$ cat src/rtl/mole_sprite_render_if.sv
// Mole sprite signal bundle: control, video stream and sprite ROM bus.
// master drives stimulus/ROM data, slave is the renderer.
interface mole_sprite_render_if;
    logic        frame_tick;
    logic        pop;
    logic        hit;
    logic [9:0]  pos_x;
    logic [9:0]  pos_y;
    logic [9:0]  pix_x;
    logic [9:0]  pix_y;
    logic        pix_de;
    logic [11:0] bg_rgb;
    logic [14:0] rom_addr;
    logic [11:0] rom_data;
    logic [11:0] rgb_out;
    logic        rgb_de;
    logic        hittable;
    logic        done;
    logic        escaped;

    modport master (
        output frame_tick, pop, hit, pos_x, pos_y,
        output pix_x, pix_y, pix_de, bg_rgb, rom_data,
        input  rom_addr, rgb_out, rgb_de, hittable, done, escaped
    );

    modport slave (
        input  frame_tick, pop, hit, pos_x, pos_y,
        input  pix_x, pix_y, pix_de, bg_rgb, rom_data,
        output rom_addr, rgb_out, rgb_de, hittable, done, escaped
    );
endinterface

$ cat src/rtl/mole_sprite_render.sv
// Per-hole mole animator: pop-up life cycle FSM, sprite ROM addressing
// and 3-stage transparent-key compositing over the background pixel.
module mole_sprite_render #(
    parameter int SPR_W = 150,
    parameter int SPR_H = 200,
    parameter int RISE_STEP = 8,
    parameter int UP_FRAMES = 60,
    parameter logic [11:0] TRANS_KEY = 12'hF0F
) (
    input logic clk,
    input logic rst,
    mole_sprite_render_if.slave bus
);
    typedef enum logic [1:0] {
        HIDDEN,
        RISING,
        UP,
        FALLING
    } state_t;

    localparam logic [10:0] W11 = 11'(SPR_W);
    localparam logic [10:0] H11 = 11'(SPR_H);
    localparam logic [10:0] RS11 = 11'(RISE_STEP);
    localparam logic [15:0] UPM1 = 16'(UP_FRAMES - 1);

    state_t      state, state_n;
    logic [10:0] rise, rise_n, sum;
    logic [15:0] up_cnt, up_n;
    logic [9:0]  px, px_n, py, py_n;
    logic        hit_flag, hf_n;
    logic        done, done_n;
    logic        escaped, esc_n;

    always_ff @(posedge clk) begin
        if (rst) begin
            state    <= HIDDEN;
            rise     <= '0;
            up_cnt   <= '0;
            px       <= '0;
            py       <= '0;
            hit_flag <= 1'b0;
            done     <= 1'b0;
            escaped  <= 1'b0;
        end else begin
            state    <= state_n;
            rise     <= rise_n;
            up_cnt   <= up_n;
            px       <= px_n;
            py       <= py_n;
            hit_flag <= hf_n;
            done     <= done_n;
            escaped  <= esc_n;
        end
    end

    // A hit takes priority over a same-cycle frame tick; rise is frozen then.
    always_comb begin
        state_n = state;
        rise_n  = rise;
        up_n    = up_cnt;
        px_n    = px;
        py_n    = py;
        hf_n    = hit_flag;
        done_n  = 1'b0;
        esc_n   = escaped;
        sum     = rise + RS11;
        unique case (state)
            HIDDEN: begin
                if (bus.pop) begin
                    state_n = RISING;
                    px_n    = bus.pos_x;
                    py_n    = bus.pos_y;
                    hf_n    = 1'b0;
                    rise_n  = '0;
                end
            end
            RISING: begin
                if (bus.hit) begin
                    state_n = FALLING;
                    hf_n    = 1'b1;
                end else if (bus.frame_tick) begin
                    if (sum >= H11) begin
                        rise_n  = H11;
                        up_n    = '0;
                        state_n = UP;
                    end else begin
                        rise_n = sum;
                    end
                end
            end
            UP: begin
                if (bus.hit) begin
                    state_n = FALLING;
                    hf_n    = 1'b1;
                end else if (bus.frame_tick) begin
                    if (up_cnt == UPM1) begin
                        state_n = FALLING;
                    end else begin
                        up_n = up_cnt + 16'd1;
                    end
                end
            end
            FALLING: begin
                if (bus.frame_tick) begin
                    if (rise <= RS11) begin
                        rise_n  = '0;
                        state_n = HIDDEN;
                        done_n  = 1'b1;
                        esc_n   = ~hit_flag;
                    end else begin
                        rise_n = rise - RS11;
                    end
                end
            end
            default: state_n = HIDDEN;
        endcase
    end

    // Sprite bottom is pinned to the hole bottom and slides up by rise.
    logic [10:0] x0, x1, ybot, ytop, xi, yi, srow, col;
    logic        in_box;
    logic [14:0] addr_c;

    always_comb begin
        x0     = {1'b0, px};
        x1     = x0 + W11;
        ybot   = {1'b0, py} + H11;
        ytop   = ybot - rise;
        xi     = {1'b0, bus.pix_x};
        yi     = {1'b0, bus.pix_y};
        srow   = yi - ytop;
        col    = xi - x0;
        in_box = bus.pix_de && (state != HIDDEN)
              && (xi >= x0) && (xi < x1)
              && (yi >= ytop) && (yi < ybot);
        addr_c = 15'(srow) * 15'(SPR_W) + 15'(col);
    end

    logic [14:0] rom_addr;
    logic        s1_box, s1_de, s2_box, s2_de;
    logic [11:0] s1_bg, s2_bg;
    logic [11:0] rgb_out;
    logic        rgb_de;

    always_ff @(posedge clk) begin
        if (rst) begin
            rom_addr <= '0;
            s1_box   <= 1'b0;
            s1_de    <= 1'b0;
            s1_bg    <= '0;
            s2_box   <= 1'b0;
            s2_de    <= 1'b0;
            s2_bg    <= '0;
            rgb_out  <= '0;
            rgb_de   <= 1'b0;
        end else begin
            if (in_box) rom_addr <= addr_c;
            s1_box <= in_box;
            s1_de  <= bus.pix_de;
            s1_bg  <= bus.bg_rgb;
            s2_box <= s1_box;
            s2_de  <= s1_de;
            s2_bg  <= s1_bg;
            rgb_de <= s2_de;
            if (!s2_de) begin
                rgb_out <= '0;
            end else if (s2_box && (bus.rom_data != TRANS_KEY)) begin
                rgb_out <= bus.rom_data;
            end else begin
                rgb_out <= s2_bg;
            end
        end
    end

    assign bus.rom_addr = rom_addr;
    assign bus.rgb_out  = rgb_out;
    assign bus.rgb_de   = rgb_de;
    assign bus.hittable = (state == RISING) || (state == UP);
    assign bus.done     = done;
    assign bus.escaped  = escaped;
endmodule

$ cat src/flat_wrapper.sv
// flat-port wrapper written by rule: the top's interface ports become plain ports
module mole_sprite_render_flat 
#(
    parameter int SPR_W = 150,
    parameter int SPR_H = 200,
    parameter int RISE_STEP = 8,
    parameter int UP_FRAMES = 60,
    parameter logic [11:0] TRANS_KEY = 12'hF0F
)
  (clk, rst, bus_frame_tick, bus_pop, bus_hit, bus_pos_x, bus_pos_y, bus_pix_x, bus_pix_y, bus_pix_de, bus_bg_rgb, bus_rom_data, bus_rom_addr, bus_rgb_out, bus_rgb_de, bus_hittable, bus_done, bus_escaped);
  mole_sprite_render_if bus_i ();
  input logic clk;
  input logic rst;
  input wire logic [$bits(bus_i.frame_tick)-1:0] bus_frame_tick;
  input wire logic [$bits(bus_i.pop)-1:0] bus_pop;
  input wire logic [$bits(bus_i.hit)-1:0] bus_hit;
  input wire logic [$bits(bus_i.pos_x)-1:0] bus_pos_x;
  input wire logic [$bits(bus_i.pos_y)-1:0] bus_pos_y;
  input wire logic [$bits(bus_i.pix_x)-1:0] bus_pix_x;
  input wire logic [$bits(bus_i.pix_y)-1:0] bus_pix_y;
  input wire logic [$bits(bus_i.pix_de)-1:0] bus_pix_de;
  input wire logic [$bits(bus_i.bg_rgb)-1:0] bus_bg_rgb;
  input wire logic [$bits(bus_i.rom_data)-1:0] bus_rom_data;
  output wire logic [$bits(bus_i.rom_addr)-1:0] bus_rom_addr;
  output wire logic [$bits(bus_i.rgb_out)-1:0] bus_rgb_out;
  output wire logic [$bits(bus_i.rgb_de)-1:0] bus_rgb_de;
  output wire logic [$bits(bus_i.hittable)-1:0] bus_hittable;
  output wire logic [$bits(bus_i.done)-1:0] bus_done;
  output wire logic [$bits(bus_i.escaped)-1:0] bus_escaped;
  assign bus_i.frame_tick = bus_frame_tick;
  assign bus_i.pop = bus_pop;
  assign bus_i.hit = bus_hit;
  assign bus_i.pos_x = bus_pos_x;
  assign bus_i.pos_y = bus_pos_y;
  assign bus_i.pix_x = bus_pix_x;
  assign bus_i.pix_y = bus_pix_y;
  assign bus_i.pix_de = bus_pix_de;
  assign bus_i.bg_rgb = bus_bg_rgb;
  assign bus_i.rom_data = bus_rom_data;
  assign bus_rom_addr = bus_i.rom_addr;
  assign bus_rgb_out = bus_i.rgb_out;
  assign bus_rgb_de = bus_i.rgb_de;
  assign bus_hittable = bus_i.hittable;
  assign bus_done = bus_i.done;
  assign bus_escaped = bus_i.escaped;
  mole_sprite_render #(.SPR_W(SPR_W), .SPR_H(SPR_H), .RISE_STEP(RISE_STEP), .UP_FRAMES(UP_FRAMES), .TRANS_KEY(TRANS_KEY)) u_core (.clk(clk), .rst(rst), .bus(bus_i));
endmodule
$ cat config.mk
export PLATFORM = sky130hd
export DESIGN_NAME = mole_sprite_render_flat
export DESIGN_NICKNAME = d
export VERILOG_FILES = /design/src/rtl/mole_sprite_render_if.sv /design/src/rtl/mole_sprite_render.sv /design/src/flat_wrapper.sv
export SDC_FILE = /design/constraint.sdc
export NUM_CORES = 1
export LEC_CHECK = 0
export BUFFER_PORTS_ARGS = -buffer_cell sky130_fd_sc_hd__clkbuf_2
export CORE_MARGIN = 4
export CORE_UTILIZATION = 45
export DETAILED_ROUTE_END_ITERATION = 7
export HOLD_SLACK_MARGIN = 0.02
export SYNTH_ARGS = -nofsm -noshare
export SYNTH_HDL_FRONTEND = slang
export SYNTH_SLANG_ARGS = --single-unit
$ cat constraint.sdc
create_clock -name clk -period 10.8 [get_ports clk]
set_clock_uncertainty 0.2 [all_clocks]
set_input_delay 1.62 -clock clk [delete_from_list [all_inputs] [get_ports clk]]
set_output_delay 1.62 -clock clk [all_outputs]
set_load 0.1 [all_outputs]
-- Yosys cells after proc, flatten, opt, wreduce, memory -nomap -nowiden
Cells that the tools add are included.
- input port bits: 70
- output and inout port bits: 31
- word-level logic and storage cells: 106
- flip-flop bits (word level): 108
- order comparisons: 6
- muxes and demuxes: 29
- equality and inequality tests: 19
- bitwise logic cells: 4
- reductions and logical operators: 21
- multiply operators: 1
- add/sub/neg operators: 9
- operators with widths (cell ; number):
    two-way mux 16 bit ; 6
    two-way mux 11 bit ; 6
    one-hot mux 11 bit (3 select lines) ; 1
    one-hot mux 16 bit (2 select lines) ; 1
    adder 10 x 8 -> 11 bit (second input constant) ; 2
    less-than comparator 10 x 11 -> 1 bit ; 2
    two-way mux 2 bit ; 9
    adder 16 x 1 -> 16 bit (second input constant) ; 1
    equality test 16 x 6 -> 1 bit (second input constant) ; 1
    adder 15 x 11 -> 15 bit ; 1
    multiplier 11 x 7 -> 14 bit (second input constant) ; 1
    != test 2 bit (second input constant) ; 7
    AND reduction 7 bit ; 2
    two-way mux 12 bit ; 1
    != test 12 bit (second input constant) ; 1
    adder 11 x 4 -> 11 bit (second input constant) ; 1
    greater-or-equal comparator 10 x 11 -> 1 bit ; 1
    greater-or-equal comparator 11 x 8 -> 1 bit (second input constant) ; 1
    <= comparator 11 x 4 -> 1 bit (second input constant) ; 1
    subtractor 10 x 10 -> 11 bit ; 1
    subtractor 10 x 11 -> 11 bit ; 1
    subtractor 11 bit ; 1
    subtractor 11 x 4 -> 11 bit (second input constant) ; 1
    greater-or-equal comparator 10 bit ; 1
    19 further kinds ; 38

-- Logic depth before layout (Yosys ltp)
- depth after elaboration: 6
- mapped depth: 29
- depth with buffers taken out: 29

-- Worst setup path before layout
OpenSTA, ideal clock, no wires.
- path kind: input to register
- from: in bus_pix_y[0]
- to: reg u_core.rom_addr[14], in the netlist u_core.bus.rom_addr[14]
- arrival: 6.672 ns
- stages: 27
- library setup time: 0.123 ns
- slack: 3.805 ns
- buffers on the path: 0
- cells stage by stage: inv_1 > ha_1 > fa_1 > nor2b_1 > o21a_1 > o31ai_1 > nor2b_1 > xnor2_1 > ha_1 > ha_1 > inv_1 > fa_1 > fa_1 > inv_1 > ha_1 > o21ai_0 > a21oi_1 > nor2_1 > xnor2_1 > ha_1 > a21o_1 > nand2_1 > o21ai_0 > o21ai_0 > or3_1 > a211oi_1 > nor3b_1
- cells in the longest elaborated chain, start to end: 3
- elaborated cells between the ends (all ways): 7
- those cells by class: add/sub (2); mul (1); order compare (2); reduce/logical (2)
- RTL lines (what ; RTL line ; text):
    start, declared ; flat_wrapper.sv:20 ; input wire logic [$bits(bus_i.pix_y)-1:0] bus_pix_y;
    subtractor 10 x 11 -> 11 bit or greater-or-equal comparator 10 x 11 -> 1 bit (tied branches) ; mole_sprite_render.sv:131, mole_sprite_render.sv:135 ;
    multiplier 11 x 7 -> 14 bit or logical AND 1 bit (tied branches) ; mole_sprite_render.sv:136, mole_sprite_render.sv:135 ;
    adder 15 x 11 -> 15 bit or logical AND 1 bit (tied branches) ; mole_sprite_render.sv:136, mole_sprite_render.sv:135 ;
    end signal, assigned ; mole_sprite_render.sv:157 ; if (in_box) rom_addr <= addr_c;
    end, declared ; mole_sprite_render.sv:139 ; logic [14:0] rom_addr;
Parallel ways exist; a longest one is shown, timed or not.
A chain may end at the register's enable or synchronous reset.

-- Final worst setup path
Same ends and word-level chain as after synthesis.

==> impl_metrics.tcl <==
set metrics [dict create \
    gp_congestion 0.861 \
    core.rowCount 47 \
    io_buffers 100 \
    worstHoldPathCells 1 \
    arrival_ps 7250 \
    yosysUniqueCellTypes 60 \
    grt_max_degree 77 \
    crit-reg2reg-capture "u_core.bus.rom_addr[14]" \
    max_clock_freq_mhz 139 \
    drt_pass1_iterations 4 \
    cts_made_buffers 9 \
    cts_root_buf "sky130_fd_sc_hd__clkbuf_16" \
    grt_pass1_wl_mm 28.5 \
    max-clock-path-buffers 2 \
    place_ws_ps 3240 \
    antennaDiodeCount 0 \
    final_nets 1220 \
    die_area_mm2 0.0194 \
    report.final.slew_viol_count 0 \
    avgSynthCellArea_um2 8.20 \
    htree_num_levels 3 \
    clk_latency_ps 350 \
    floorplan.die.height_um 139 \
    drt.antenna.violating_nets 0 \
    dp.final_hpwl_mm 13.5 \
    cts.reportedPaths.clkPinSlew_ps 80 \
    synth-edff-count 0 \
    die_width_um 139 \
    number_of_synthesized_register_bits 105 \
    tritoncts "done" \
    slew_worst_pin_ps 860 \
    initial_antenna_violation_count 0 \
    ys.flop_type "sky130_fd_sc_hd__dfxtp_1" \
    synthCells 944 \
    fin_crit_sh_pct 66.8 \
    route.detailed.wl_per_inst_um 13.6 \
    synth_area_leaders "sky130_fd_sc_hd__dfxtp_1 (27%), sky130_fd_sc_hd__ha_1 (17%), sky130_fd_sc_hd__xnor2_1 (5.0%)" \
    synth_fp_nets 1133 \
    fraction_of_registers_with_async_set_or_reset_after_synthesis_pct 0 \
    detail_route.vias_per_cell 5.12 \
    reg2reg_slack_ps 3620 \
    drv_cap 0 \
    layout_min_cycle_time_ps 7220 \
    critical_path_required_ps 10840 \
    worstHoldStart "u_core.s1_bg[1]" \
    number_of_gates_given_a_new_drive_strength_after_cts 0 \
    hold_path_class "reg -> reg" \
    crit_path_start_kind "input pin" \
    area_growth_syn_to_fin_pct 12.7 \
    synth.yosys.seq_area_share_pct 27.2 \
    crit-reg2reg-launch "u_core.py[3]" \
    capture_endpoint_of_the_worst_hold_path "u_core.s2_bg[1]" \
    setup_slack_ps 3580 \
    end_kind "flop" \
    most_area_hungry_cell_type_in_the_yosys_netlist "sky130_fd_sc_hd__dfxtp_1" \
    finalHoldViolations 0 \
    setup_viol_count_final 0 \
    via_count 6430 \
    ff2ff_path_depth 28 \
    ioPinCount 101 \
    detail_route.iter0.violations 223 \
    rsz0062_at_grt "no" \
    cp-startpoint "bus_pix_y[0]" \
    drive_gt1_share_pct 12.4 \
    grt_pass1_vias 6046 \
    core_region_area_mm2 0.0167 \
    synth.top_cell.area_share_pct 27.2 \
    floorplan.initialDensity_pct 46.3 \
    crit_path_max_fanout 5 \
    post-cts-setup-buffers 0 \
    synthesis.area_mm2 0.00774 \
    fin_tns_setup_ps 0 \
    totalWireLength_mm 17.0 \
    maxSlewHeadroom_pct 42.5 \
    synthesis.yosys.warnings 0 \
    cts_num_sinks 105 \
    grt_util_all_layers_pct 17.4 \
    ctsHoldBuffers 0 \
    setup.worst_path.class "in -> reg" \
    result_of_the_run "complete, no violations" \
    grt_overflow_total 0 \
    drt_drc_violations_left 0 \
]
-- logic make-up (layout without fill, tap and decap cells) --
| group | after synthesis | in the layout | share of synthesized area [%] |
|---|---|---|---|
| xor gates and xnor gates | 74 | 74 | 8.55 |
| DFF | 105 | 105 | 27.2 |
| and+or+nand+nor | 313 | 313 | 19.9 |
| adders and majority gates | 119 | 119 | 20.8 |
| buffers and inverters | 128 | 220 | 6.47 |
| other | 2 | 2 | 0.0970 |
| AOI/OAI and AO/OA | 189 | 189 | 15.2 |
| muxes | 14 | 14 | 1.81 |
-- synth_stat cells (2+ instances only) --
cell	number
sky130_fd_sc_hd__a211o_1	2
sky130_fd_sc_hd__a211oi_1	7
sky130_fd_sc_hd__a21boi_0	3
sky130_fd_sc_hd__a21o_1	15
sky130_fd_sc_hd__a21oi_1	76
sky130_fd_sc_hd__a221oi_1	4
sky130_fd_sc_hd__a31oi_1	4
sky130_fd_sc_hd__and2_1	5
sky130_fd_sc_hd__and3_1	8
sky130_fd_sc_hd__and4_1	4
sky130_fd_sc_hd__buf_4	3
sky130_fd_sc_hd__clkbuf_1	20
sky130_fd_sc_hd__conb_1	2
sky130_fd_sc_hd__dfxtp_1	105
sky130_fd_sc_hd__fa_1	16
sky130_fd_sc_hd__ha_1	103
sky130_fd_sc_hd__inv_1	102
sky130_fd_sc_hd__mux2i_1	14
sky130_fd_sc_hd__nand2_1	93
sky130_fd_sc_hd__nand2b_1	13
sky130_fd_sc_hd__nand3_1	15
sky130_fd_sc_hd__nand3b_1	4
sky130_fd_sc_hd__nand4_1	17
sky130_fd_sc_hd__nand4b_1	2
sky130_fd_sc_hd__nor2_1	72
sky130_fd_sc_hd__nor2b_1	41
sky130_fd_sc_hd__nor3_1	18
sky130_fd_sc_hd__nor3b_1	2
sky130_fd_sc_hd__nor4_1	5
sky130_fd_sc_hd__o211a_1	2
sky130_fd_sc_hd__o211ai_1	7
sky130_fd_sc_hd__o21a_1	10
sky130_fd_sc_hd__o21ai_0	33
sky130_fd_sc_hd__o21ai_1	3
sky130_fd_sc_hd__o21bai_1	8
sky130_fd_sc_hd__o31ai_1	2
sky130_fd_sc_hd__or2_2	4
sky130_fd_sc_hd__or3_1	7
sky130_fd_sc_hd__xnor2_1	44
sky130_fd_sc_hd__xor2_1	29
-- routing by layer --
layer | share of wire [%] | track usage, %
met1 | 51 | 24.8
met2 | 45 | 27.8
met3 | 4.0 | 2.79
met4 | 0.70 | 3.76
met5 | 0 | 0
-- critical path: stages --
cell	delay, ps
sky130_fd_sc_hd__clkbuf_2	80
sky130_fd_sc_hd__inv_1	40
sky130_fd_sc_hd__ha_1	230
sky130_fd_sc_hd__fa_1	410
sky130_fd_sc_hd__nor2b_1	130
sky130_fd_sc_hd__o21a_1	140
sky130_fd_sc_hd__o31ai_1	90
sky130_fd_sc_hd__nor2b_1	150
sky130_fd_sc_hd__xnor2_1	340
sky130_fd_sc_hd__ha_1	300
sky130_fd_sc_hd__ha_1	270
sky130_fd_sc_hd__inv_1	50
sky130_fd_sc_hd__fa_1	500
sky130_fd_sc_hd__fa_1	520
sky130_fd_sc_hd__inv_1	40
sky130_fd_sc_hd__ha_1	320
sky130_fd_sc_hd__o21ai_0	90
sky130_fd_sc_hd__a21oi_1	180
sky130_fd_sc_hd__nor2_1	70
sky130_fd_sc_hd__xnor2_1	130
sky130_fd_sc_hd__ha_1	350
sky130_fd_sc_hd__a21o_1	190
sky130_fd_sc_hd__nand2_1	60
sky130_fd_sc_hd__o21ai_0	80
sky130_fd_sc_hd__o21ai_0	340
sky130_fd_sc_hd__o21ai_0	190
sky130_fd_sc_hd__a211oi_1	250
sky130_fd_sc_hd__nor3b_1	80
-- how the worst max path moves through the flow --
stage	endpoint	slack, ps	cells after the start
after floorplan	u_core.bus.rom_addr[14]	3800	27
after CTS	u_core.bus.rom_addr[14]	3570	28
final	u_core.bus.rom_addr[14]	3580	28
after global placement	u_core.bus.rom_addr[14]	3360	28
after global routing	u_core.bus.rom_addr[14]	3050	27
after detailed placement	u_core.bus.rom_addr[14]	3240	28
-- state kept, by name, indices dropped and copies added (netlist names) --
register             count
u_core.bus.done          1
u_core.bus.escaped       1
u_core.bus.rgb_de        1
u_core.bus.rgb_out      12
u_core.bus.rom_addr     15
u_core.hit_flag          1
u_core.px               10
u_core.py               10
u_core.rise              8
u_core.s1_bg            12
u_core.s1_box            1
u_core.s1_de             1
u_core.s2_bg            12
u_core.s2_box            1
u_core.s2_de             1
u_core.state             2
u_core.up_cnt           16
-- cell type report --
cell class                 instances  area [um2]
clock buffer                       9         225
clock inverter                     7        80.1
fill                            1664        7980
inverter                         102         383
multi-input combinational        711        5140
sequential                       105        2100
tap                              220         275
timing repair buffer             102         515
-- stage by stage --
step	util (%)	instances	hold WS [ps]	instance area, um2
finish	52.2	1256	241	8720
global route	52.2	1256	254	8720
CTS	52.2	1256	242	8720
global placement	50.4	1240	217	8420
floorplan	-	944	214	7740
detailed placement	50.4	1240	222	8420
-- cells in the final DEF (no fill, tap or decap), drive strengths merged, types with 16 or more instances in the layout --
cell / count
ha: 103
inv: 106
clkbuf: 109
fa: 16
nand2: 93
xnor2: 44
xor2: 29
nor2: 72
a21o: 16
nor3: 18
o21ai: 36
dfxtp: 105
nor2b: 41
a21oi: 76
nand4: 17
Power is not shown: default switching activity piles up to over one toggle a cycle in this logic, so the estimate is an artifact.
